$ cat src/rtl/mult9x9_accum.sv
// Group accumulator behind a MULT9X9: sums LEN products and publishes each group
// sum on ACC with a one-cycle ACC_VALID strobe. Define MULT9X9_ACCUM_SAT_EN for saturating adds.
module mult9x9_accum #(
  parameter int ACC_W  = 24,
  parameter int LEN    = 4,
  parameter int SIGNED = 0
) (
  input  logic             CLK,
  input  logic             RST,
  input  logic             ENA,
  input  logic             CLR,
  input  logic             IN_VALID,
  input  logic [17:0]      Z,
  output logic [ACC_W-1:0] ACC,
  output logic             ACC_VALID,
  output logic             OVF,
  output logic             BUSY
);

  localparam int CNT_W = (LEN > 1) ? $clog2(LEN) : 1;
  localparam logic [CNT_W-1:0] LAST = CNT_W'(LEN - 1);

  typedef enum logic {IDLE, ACCUM} state_t;

  state_t           state_q, state_d;
  logic [ACC_W-1:0] sum_q, sum_d;
  logic [ACC_W-1:0] acc_q, acc_d;
  logic [CNT_W-1:0] cnt_q, cnt_d;
  logic             ovf_acc_q, ovf_acc_d;
  logic             ovf_q, ovf_d;
  logic             vld_q, vld_d;

  logic [ACC_W-1:0] z_ext;
  logic [ACC_W:0]   raw;
  logic [ACC_W-1:0] wrap;
  logic             add_ovf;
  logic [ACC_W-1:0] add_res;

  assign z_ext = (SIGNED != 0) ? ACC_W'($signed(Z)) : ACC_W'(Z);
  assign raw   = {1'b0, sum_q} + {1'b0, z_ext};
  assign wrap  = raw[ACC_W-1:0];

  // Signed overflow: like-signed operands whose result changes sign.
  assign add_ovf = (SIGNED != 0)
                 ? ((sum_q[ACC_W-1] == z_ext[ACC_W-1]) && (wrap[ACC_W-1] != sum_q[ACC_W-1]))
                 : raw[ACC_W];

`ifdef MULT9X9_ACCUM_SAT_EN
  localparam logic [ACC_W-1:0] UMAX = {ACC_W{1'b1}};
  localparam logic [ACC_W-1:0] SMAX = {1'b0, {(ACC_W-1){1'b1}}};
  localparam logic [ACC_W-1:0] SMIN = {1'b1, {(ACC_W-1){1'b0}}};
  logic [ACC_W-1:0] sat_val;

  // On signed overflow both operands share a sign, so the operand sign picks the rail.
  assign sat_val = (SIGNED != 0) ? (sum_q[ACC_W-1] ? SMIN : SMAX) : UMAX;
  assign add_res = add_ovf ? sat_val : wrap;
`else
  assign add_res = wrap;
`endif

  always_comb begin
    state_d   = state_q;
    sum_d     = sum_q;
    cnt_d     = cnt_q;
    ovf_acc_d = ovf_acc_q;
    acc_d     = acc_q;
    ovf_d     = ovf_q;
    vld_d     = 1'b0;
    if (ENA) begin
      if (CLR) begin
        state_d   = IDLE;
        sum_d     = '0;
        cnt_d     = '0;
        ovf_acc_d = 1'b0;
      end else if (IN_VALID) begin
        if (cnt_q == LAST) begin
          acc_d     = add_res;
          ovf_d     = ovf_acc_q | add_ovf;
          vld_d     = 1'b1;
          state_d   = IDLE;
          sum_d     = '0;
          cnt_d     = '0;
          ovf_acc_d = 1'b0;
        end else begin
          sum_d     = add_res;
          cnt_d     = cnt_q + 1'b1;
          ovf_acc_d = ovf_acc_q | add_ovf;
          state_d   = ACCUM;
        end
      end
    end
  end

  always_ff @(posedge CLK or posedge RST) begin
    if (RST) begin
      state_q   <= IDLE;
      sum_q     <= '0;
      cnt_q     <= '0;
      ovf_acc_q <= 1'b0;
      acc_q     <= '0;
      ovf_q     <= 1'b0;
      vld_q     <= 1'b0;
    end else begin
      state_q   <= state_d;
      sum_q     <= sum_d;
      cnt_q     <= cnt_d;
      ovf_acc_q <= ovf_acc_d;
      acc_q     <= acc_d;
      ovf_q     <= ovf_d;
      vld_q     <= vld_d;
    end
  end

  assign ACC       = acc_q;
  assign ACC_VALID = vld_q;
  assign OVF       = ovf_q;
  assign BUSY      = (state_q == ACCUM);

endmodule
$ cat config.mk
export PLATFORM = sky130hd
export DESIGN_NAME = mult9x9_accum
export DESIGN_NICKNAME = d
export VERILOG_FILES = /design/src/rtl/mult9x9_accum.sv
export SDC_FILE = /design/constraint.sdc
export NUM_CORES = 1
export LEC_CHECK = 0
export ABC_AREA = 1
export CORE_UTILIZATION = 30
export DETAILED_ROUTE_END_ITERATION = 10
export SETUP_SLACK_MARGIN = 0.02
export SYNTH_ARGS = -nofsm -noshare
export SYNTH_HDL_FRONTEND = slang
export SYNTH_SLANG_ARGS = --single-unit
$ cat constraint.sdc
create_clock -name CLK -period 1.6 [get_ports CLK]
set_input_delay 0.32 -clock CLK [delete_from_list [all_inputs] [get_ports CLK]]
set_output_delay 0.32 -clock CLK [all_outputs]
set_load 0.02 [all_outputs]
# Word-level counts from Yosys, hierarchy flattened
# Index checks and enable logic that the tools add are counted.
[classes]
bitwise = 2
eq_ne = 1
n_addsub = 2
muxes = 16
n_reduce_logical = 3
[ops]
columns = ["op", "count"]
rows = [
  ["24-bit two-way mux", 3],
  ["24-bit by 18-bit adder with 25-bit output", 1],
  ["1-bit two-way mux", 10],
  ["2-bit two-way mux", 3],
  ["4-bit AND reduction", 1],
  ["2-bit by 1-bit adder with 2-bit output, second input constant", 1],
  ["2-bit == test, second input constant", 1],
  ["2-bit AND reduction", 1],
  ["2-bit nonzero test", 1],
  ["1-bit NOT", 1],
  ["1-bit OR", 1],
]
[word_totals]
out_inout_bits = 27
regBits = 54
inputBits = 23

# Logic depth before layout (Yosys ltp)
# Gate-level depths: netlist of the first run.
[depth]
depth_word = 5
mapped_depth = 13
mapped_depth_nobuf = 13

# Worst setup path before layout of the first run
# No wires, ideal clock.
[synth_timing]
path_kind = "reg2reg"
from = "register sum_q[0]"
to = "register acc_q[16] (netlist: ACC[16])"
period_less_slack_ns = 1.773
setup_time_ns = 0.119
required_time_ns = 1.481
t_arrival_ns = 1.654
path_slack_ns = -0.173
path_stages_with_launch = 13
path_cell_list = "dfrtp_1 > ha_1 > inv_1 > fa_1 > nand3b_1 > nand2_1 > nand2_1 > nand2_2 > nand2_1 > nand2_1 > nand2_1 > nand3_1 > nand2_1"
[synth_via]
elab_chain_len = 1
[synth_rtl]
columns = ["item", "line", "rtl"]
rows = [
  ["from (decl)", "26", "logic [ACC_W-1:0] sum_q, sum_d;"],
  ["from (signal assigned)", "105", "sum_q <= sum_d;"],
  ["24-bit by 18-bit adder with 25-bit output", "40", "assign raw = {1'b0, sum_q} + {1'b0, z_ext};"],
  ["to (signal assigned)", "100", "acc_q <= '0;"],
  ["to (signal assigned)", "108", "acc_q <= acc_d;"],
  ["to (decl)", "27", "logic [ACC_W-1:0] acc_q, acc_d;"],
]
# Every way passes these cells.
# A chain may end at the register's enable or synchronous reset.

# Worst setup path after layout of the first run
[layout_timing]
from = "register sum_q[0]"
to = "register sum_q[16]"
[layout_via]
elab_chain_len = 4
[layout_rtl]
columns = ["item", "line", "rtl"]
rows = [
  ["24-bit by 18-bit adder with 25-bit output", "40", ""],
  ["24-bit two-way mux", "76", "if (cnt_q == LAST) begin"],
  ["24-bit two-way mux", "75", "end else if (IN_VALID) begin"],
  ["24-bit two-way mux", "70", "if (CLR) begin"],
]
# Every way passes these cells. The select of a mux whose other input is x is not followed.

==> impl_metrics.json, run 1 <==
{
  "final.setup_skew_ns": 0.01369,
  "grt_max_degree": 35,
  "antennaDiodeCount": 0,
  "clock_power_share_pct": 23.0,
  "hpwl_microns": 7578,
  "worst_pin_slew_ns": 0.3526,
  "finalWeightedCongestion": 0.8650,
  "avgSynthCellArea_sq_um": 6.807,
  "avgRoutedWirePerCell_microns": 14.25,
  "status": "complete, but fails checks",
  "cp-start-kind": "register",
  "numPortBuffers": 49,
  "antenna_left": 0,
  "cts.sinks": 54,
  "synth_cells": 536,
  "crit_path_end_kind": "register",
  "clockRootBuffer": "clkbuf_16",
  "seq_power_share_pct": 30.9,
  "grt-ovfl-total": 0,
  "p_leak_nw": 3.167,
  "grtUsageTotal_pct": 17.83,
  "fill_cells": 1099,
  "die_h_microns": 112.3,
  "synth_seq_cells": 54,
  "io_pins": 50,
  "area_growth_pct": 56.17,
  "design.die.area_sq_um": 12610,
  "htreeDepth": 2,
  "slew_headroom_pct": 76.50,
  "finalPower_mw": 5.469,
  "fin_ws_ns": -0.2712,
  "intPower_mw": 3.395,
  "whs_ns": 0.4118,
  "combinationalPowerShare_pct": 46.1,
  "synthesis.nets": 579,
  "numCtsBuffers": 5,
  "worstPathRequired_ns": 1.79,
  "setup_viol": 38,
  "dr.pass1.iters": 7,
  "ys_types": 28,
  "drv_cap": 0,
  "first_global_vias": 3702,
  "core_sq_um": 11610,
  "grt_pass1_wl_microns": 17890,
  "start_util_pct": 31.42,
  "switchingPower_mw": 2.074,
  "failed_checks": "DRC, setup timing",
  "wl_microns": 11100,
  "tritoncts": "done",
  "rows": 39,
  "worstSkewPairLatency_ns": 0.31,
  "final_hold_viol_count": 0,
  "worstHoldPathType": "in -> async",
  "slew_viol_final": 0,
  "syn_area_sq_um": 3648,
  "layout-drive-gt1-share_pct": 35.06,
  "power_density_nw_per_um2": 959.8,
  "routed_via_density": 4.736,
  "ys_seq_area_share_pct": 37.04,
  "critPathArrivalTime_ns": 2.06,
  "dr_total_vias": 3689,
  "cts_hold_buf": 0,
  "path_max_fanout": 3,
  "period_needed_ns": 1.871,
  "antenna_found_initial": 0,
  "drcViolationCount": 3,
  "clockBufferDepth": 2,
  "r2r-start": "sum_q[0]$_DFFE_PP0P_",
  "switching_share_pct": 37.92,
  "finalNetCount": 678,
  "peakVddDrop_uv": 474.0,
  "path_class": "reg -> reg",
  "yosysWarnings": 0,
  "clk_pin_slew_ns": 0.08,
  "grt_setup_unrepaired": "yes",
  "drt_iter0_drc": 200,
  "crit_start": "sum_q[0]$_DFFE_PP0P_",
  "die_w_microns": 112.3,
  "fmax_mhz": 534.4,
  "fin_crit_sh_pct": 116.9
}
==> cell usage after synthesis <==
cell,count,area share [%]
nand2_1,232,24
inv_1,68,7.0
dfrtp_1,54,37
nand3_1,45,6.2
nor2_1,24,2.5
ha_1,19,6.5
o21ai_0,18,2.5
nand2_2,10,1.7
nand3b_1,9,1.9
a21oi_1,8,1.1
nand4_1,8,1.4
nor2_2,7,1.2
xnor2_1,5,1.2
clkbuf_1,4,0.41
nor2_4,4,1.2
buf_2,3,0.41
or2_1,3,0.51
clkinv_1,2,0.21
nand3_2,2,0.55
nor3_1,2,0.27
xor2_1,2,0.48
a21oi_2,1,0.24
a22o_1,1,0.24
and2_1,1,0.17
buf_1,1,0.10
fa_1,1,0.55
inv_2,1,0.10
nand3b_4,1,0.55
==> layout make-up <==
| cell class | instances | area (sq um) | share of cell area [%] |
|---|---|---|---|
| clock buffers | 5 | 125.1 | 2.196 |
| clock inverters | 3 | 40.04 | 0.7027 |
| repair buffers | 100 | 924.6 | 16.23 |
| well taps | 143 | 178.9 | 3.140 |
| multi-input cells | 403 | 2796 | 49.08 |
| flip-flops and latches | 54 | 1351 | 23.72 |
| inverters | 71 | 281.5 | 4.941 |
==> layout by cell type (no fill, tap or decap), drive strengths merged <==
master and n:
clkbuf 5, dfrtp 54, clkdlybuf4s50 5, a22o 1, nor2 35, fa 1
clkinvlp 1, xnor2 5, nor3 2, or2 3, xor2 2, nand4 8
bufinv 1, nand3b 10, inv 68, nand2 242, a21oi 9, buf 51
and2 1, dlygate4sd2 32, o21ai 18, clkinv 4, nand3 47, dlymetal6s2s 12
ha 19
==> routing by layer <==
metal  track usage (%)  wire (microns)  share of wire, %
met5                 0               0                 0
met4             6.044             162               1.5
met3             2.970             370               3.3
met2             30.23            5448                49
met1             23.05            5118                46
==> stage by stage <==
step / setup slack (ns) / instances / setup TNS, ns / util [%] / area (sq um)
after floorplan: -0.1064 / 536 / -0.5957 / - / 3657
after global placement: -0.7097 / 754 / -25.41 / 39.52 / 4589
after detailed placement: -0.7254 / 754 / -26.56 / 39.52 / 4589
after CTS: -0.2321 / 770 / -4.082 / 46.14 / 5359
after global routing: -0.3490 / 779 / -8.708 / 49.06 / 5698
final: -0.2712 / 779 / -5.614 / 49.06 / 5698
==> final timing paths <==
kind	to	slack [ns]	depth (start not counted)
worst min register to register	ACC[13]$_DFFE_PP0P_	0.48	2
worst max register to register	sum_q[16]$_DFFE_PP0P_	-0.27	12
max in group asynchronous	ACC[16]$_DFFE_PP0P_	0.92	3
worst min-delay path	sum_q[3]$_DFFE_PP0P_	0.41	3
min in group CLK	ACC[13]$_DFFE_PP0P_	0.48	2
worst max-delay path	sum_q[16]$_DFFE_PP0P_	-0.27	12
==> cell families (layout without fill, tap and decap cells) <==
logic type	Yosys count	after routing	share of synthesized area, %
AOI/OAI and AO/OA	28	28	4.047
adders and majority gates	20	20	7.065
buffers and inverters	79	179	8.230
and+or+nand+nor	348	348	41.94
DFF	54	54	37.04
xor gates and xnor gates	7	7	1.680
==> state kept, by name, indices dropped and copies added (netlist names) <==
register   cells
ACC_VALID      1
sum_q         24
BUSY           1
cnt_q          2
ovf_acc_q      1
OVF            1
ACC           24
==> power groups by stage <==
| stage | logic, mW | clock network, mW | registers [mW] |
|---|---|---|---|
| after floorplan | 0.977 | 0 | 1.79 |
| after global placement | 1.78 | 0 | 1.68 |
| after detailed placement | 1.81 | 0 | 1.68 |
| after CTS | 2.23 | 1.27 | 1.69 |
| after global routing | 2.73 | 1.34 | 1.71 |
| final | 2.52 | 1.26 | 1.69 |
==> what timing repair did <==
action                                  CTS  global route
pin swaps                                54            45
gates resized for setup                 159            82
endpoints found under the hold margin     0             0
endpoints found under the setup margin   58            55
setup buffers                             8            11
==> critical path: stages (launching register included) <==
cell	delay, ns
dfrtp_1	0.36
ha_2	0.19
inv_2	0.04
fa_2	0.37
nand3b_1	0.20
nand2_2	0.09
nand2_2	0.06
nand2_4	0.11
nand2_4	0.07
nand2_4	0.07
nand2_2	0.05
nand3_1	0.07
nand2_1	0.05
Note: power is estimated with default switching activity, not from simulation.
==> inputs of run 2 (changes only) <==
--- a/config.mk
+++ b/config.mk
@@ -8,6 +8,7 @@
 export ABC_AREA = 1
 export CORE_UTILIZATION = 30
 export DETAILED_ROUTE_END_ITERATION = 10
+export RECOVER_POWER = 50
 export SETUP_SLACK_MARGIN = 0.02
 export SYNTH_ARGS = -nofsm -noshare
 export SYNTH_HDL_FRONTEND = slang
==> impl_metrics.json, run 2 (synthesis results as in run 1) <==
{
  "status": "complete, but fails checks",
  "failed_checks": "DRC, setup timing",
  "worstPathRequired_ns": 1.79,
  "path_class": "reg -> reg",
  "layout-drive-gt1-share_pct": 35.06,
  "worst_pin_slew_ns": 0.8602,
  "crit_path_end_kind": "register",
  "numCtsBuffers": 5,
  "antennaDiodeCount": 0,
  "dr.pass1.iters": 7,
  "r2r_cells": 12,
  "rows": 39,
  "design.die.area_sq_um": 12610,
  "drv_cap": 0,
  "instances_no_fill": 779,
  "hold_end": "ACC[13]$_DFFE_PP0P_",
  "mostFrequentLayoutCells": "nand2_1 (167), dfrtp_1 (54), inv_1 (51), nand2_2 (50), buf_4 (43)",
  "antenna_found_initial": 0,
  "fin_ws_ns": -0.2663,
  "avgRoutedWirePerCell_microns": 14.22,
  "slew_viol_final": 0,
  "r2r-start": "sum_q[0]$_DFFE_PP0P_",
  "numPortBuffers": 49,
  "htreeDepth": 2,
  "cp-start-kind": "register",
  "final_area_sq_um": 5680,
  "cts.sinks": 54,
  "finalWeightedCongestion": 0.8650,
  "path_max_fanout": 3,
  "r2r_slack_ns": -0.27,
  "routed_via_density": 4.736,
  "dr_total_vias": 3689,
  "peakVddDrop_uv": 466.1,
  "antenna_left": 0,
  "die_h_microns": 112.3,
  "min-delay-start": "ACC[13]$_DFFE_PP0P_",
  "wl_microns": 11080,
  "dp.cells": 754,
  "r2r_end": "sum_q[16]$_DFFE_PP0P_",
  "critPathArrivalTime_ns": 2.05,
  "worstHoldPathType": "reg -> reg",
  "die_w_microns": 112.3,
  "power_density_nw_per_um2": 960.6,
  "fin_crit_sh_pct": 116.6,
  "tritoncts": "done",
  "finalPower_mw": 5.457,
  "drt_iter0_drc": 200,
  "grt_setup_unrepaired": "yes",
  "finalNetCount": 678,
  "io_pins": 50,
  "slew_headroom_pct": 42.65,
  "final_hold_viol_count": 0,
  "final.setup_skew_ns": 0.01179,
  "hpwl_microns": 7578,
  "clockRootBuffer": "clkbuf_16",
  "p_leak_nw": 3.162,
  "clockBufferDepth": 2,
  "setup_viol": 38,
  "min_path_cells": 2,
  "grt_pass1_wl_microns": 17890,
  "core_sq_um": 11610,
  "grtUsageTotal_pct": 17.83,
  "grt-ovfl-total": 0,
  "grt_max_degree": 35,
  "place_area_sq_um": 4589,
  "drcViolationCount": 3,
  "clk_pin_slew_ns": 0.08,
  "first_global_vias": 3702,
  "fmax_mhz": 535.8,
  "worstSkewPairLatency_ns": 0.30,
  "period_needed_ns": 1.866,
  "area_growth_pct": 55.69,
  "start_util_pct": 31.42,
  "final_common_cell": "nand2_1"
}
## run 2: changes by cell type in the layout (fill, tap and decap cells not counted), sizes merged
| cell | change |
|---|---|
| clkbuf | +2 |
| clkdlybuf4s50 | -1 |
| buf | -2 |
| dlygate4sd3 | +1 |
## run 2: final cells by class
class,count,area [sq um]
clock buffers,5,125.1
clock inverters,3,40.04
fillers,1102,5933
inverters,71,281.5
multi-input cells,403,2796
flip-flops and latches,54,1351
well taps,143,178.9
repair buffers,100,907.1
## run 2: how the worst max path moves through the flow
stage / startpoint / end / slack, ns / cells past startpoint
after floorplan: sum_q[0]$_DFFE_PP0P_ / ACC[16]$_DFFE_PP0P_ / -0.11 / 12
after global placement: Z[0] / ACC[16]$_DFFE_PP0P_ / -0.71 / 13
after detailed placement: Z[0] / sum_q[16]$_DFFE_PP0P_ / -0.73 / 13
after CTS: sum_q[0]$_DFFE_PP0P_ / ovf_acc_q$_DFFE_PP0P_ / -0.23 / 13
after global routing: sum_q[0]$_DFFE_PP0P_ / ACC[20]$_DFFE_PP0P_ / -0.35 / 11
final: sum_q[0]$_DFFE_PP0P_ / sum_q[16]$_DFFE_PP0P_ / -0.27 / 12
## run 2: metrics by stage
step / TNS [ns] / hold slack, ns / util [%] / setup slack, ns
2_1_floorplan: -0.5957 / 0.3878 / - / -0.1064
3_3_place_gp: -25.41 / 0.4614 / 39.52 / -0.7097
3_5_place_dp: -26.56 / 0.4651 / 39.52 / -0.7254
4_1_cts: -4.082 / 0.4326 / 46.14 / -0.2321
5_1_grt: -8.708 / 0.5082 / 48.91 / -0.3490
6_report: -5.530 / 0.4750 / 48.91 / -0.2663
## run 2: worst max-delay path: stages, from the launching register on
cell,delay [ns]
dfrtp_1,0.36
ha_2,0.19
inv_2,0.04
fa_2,0.37
nand3b_1,0.20
nand2_2,0.09
nand2_2,0.06
nand2_4,0.11
nand2_4,0.07
nand2_4,0.07
nand2_2,0.05
nand3_1,0.07
nand2_1,0.05
## run 2: what timing repair did
action,4_1_cts,5_1_grt
setup buffers,8,11
endpoints found under the setup margin,58,55
resized for setup,159,82
gates cloned,0,0
pin swaps,54,45
hold buffers,0,0
## run 2: power breakdown
part	switching (mW)	internal, mW	total (mW)
Combinational	1.41	1.11	2.51
Clock	0.519	0.734	1.25
Sequential	0.141	1.55	1.69
## run 2: layer usage
layer,track usage (%),share of wire (%)
met5,0,0
met4,6.044,1.5
met3,2.970,3.3
met2,30.23,49
met1,23.05,46
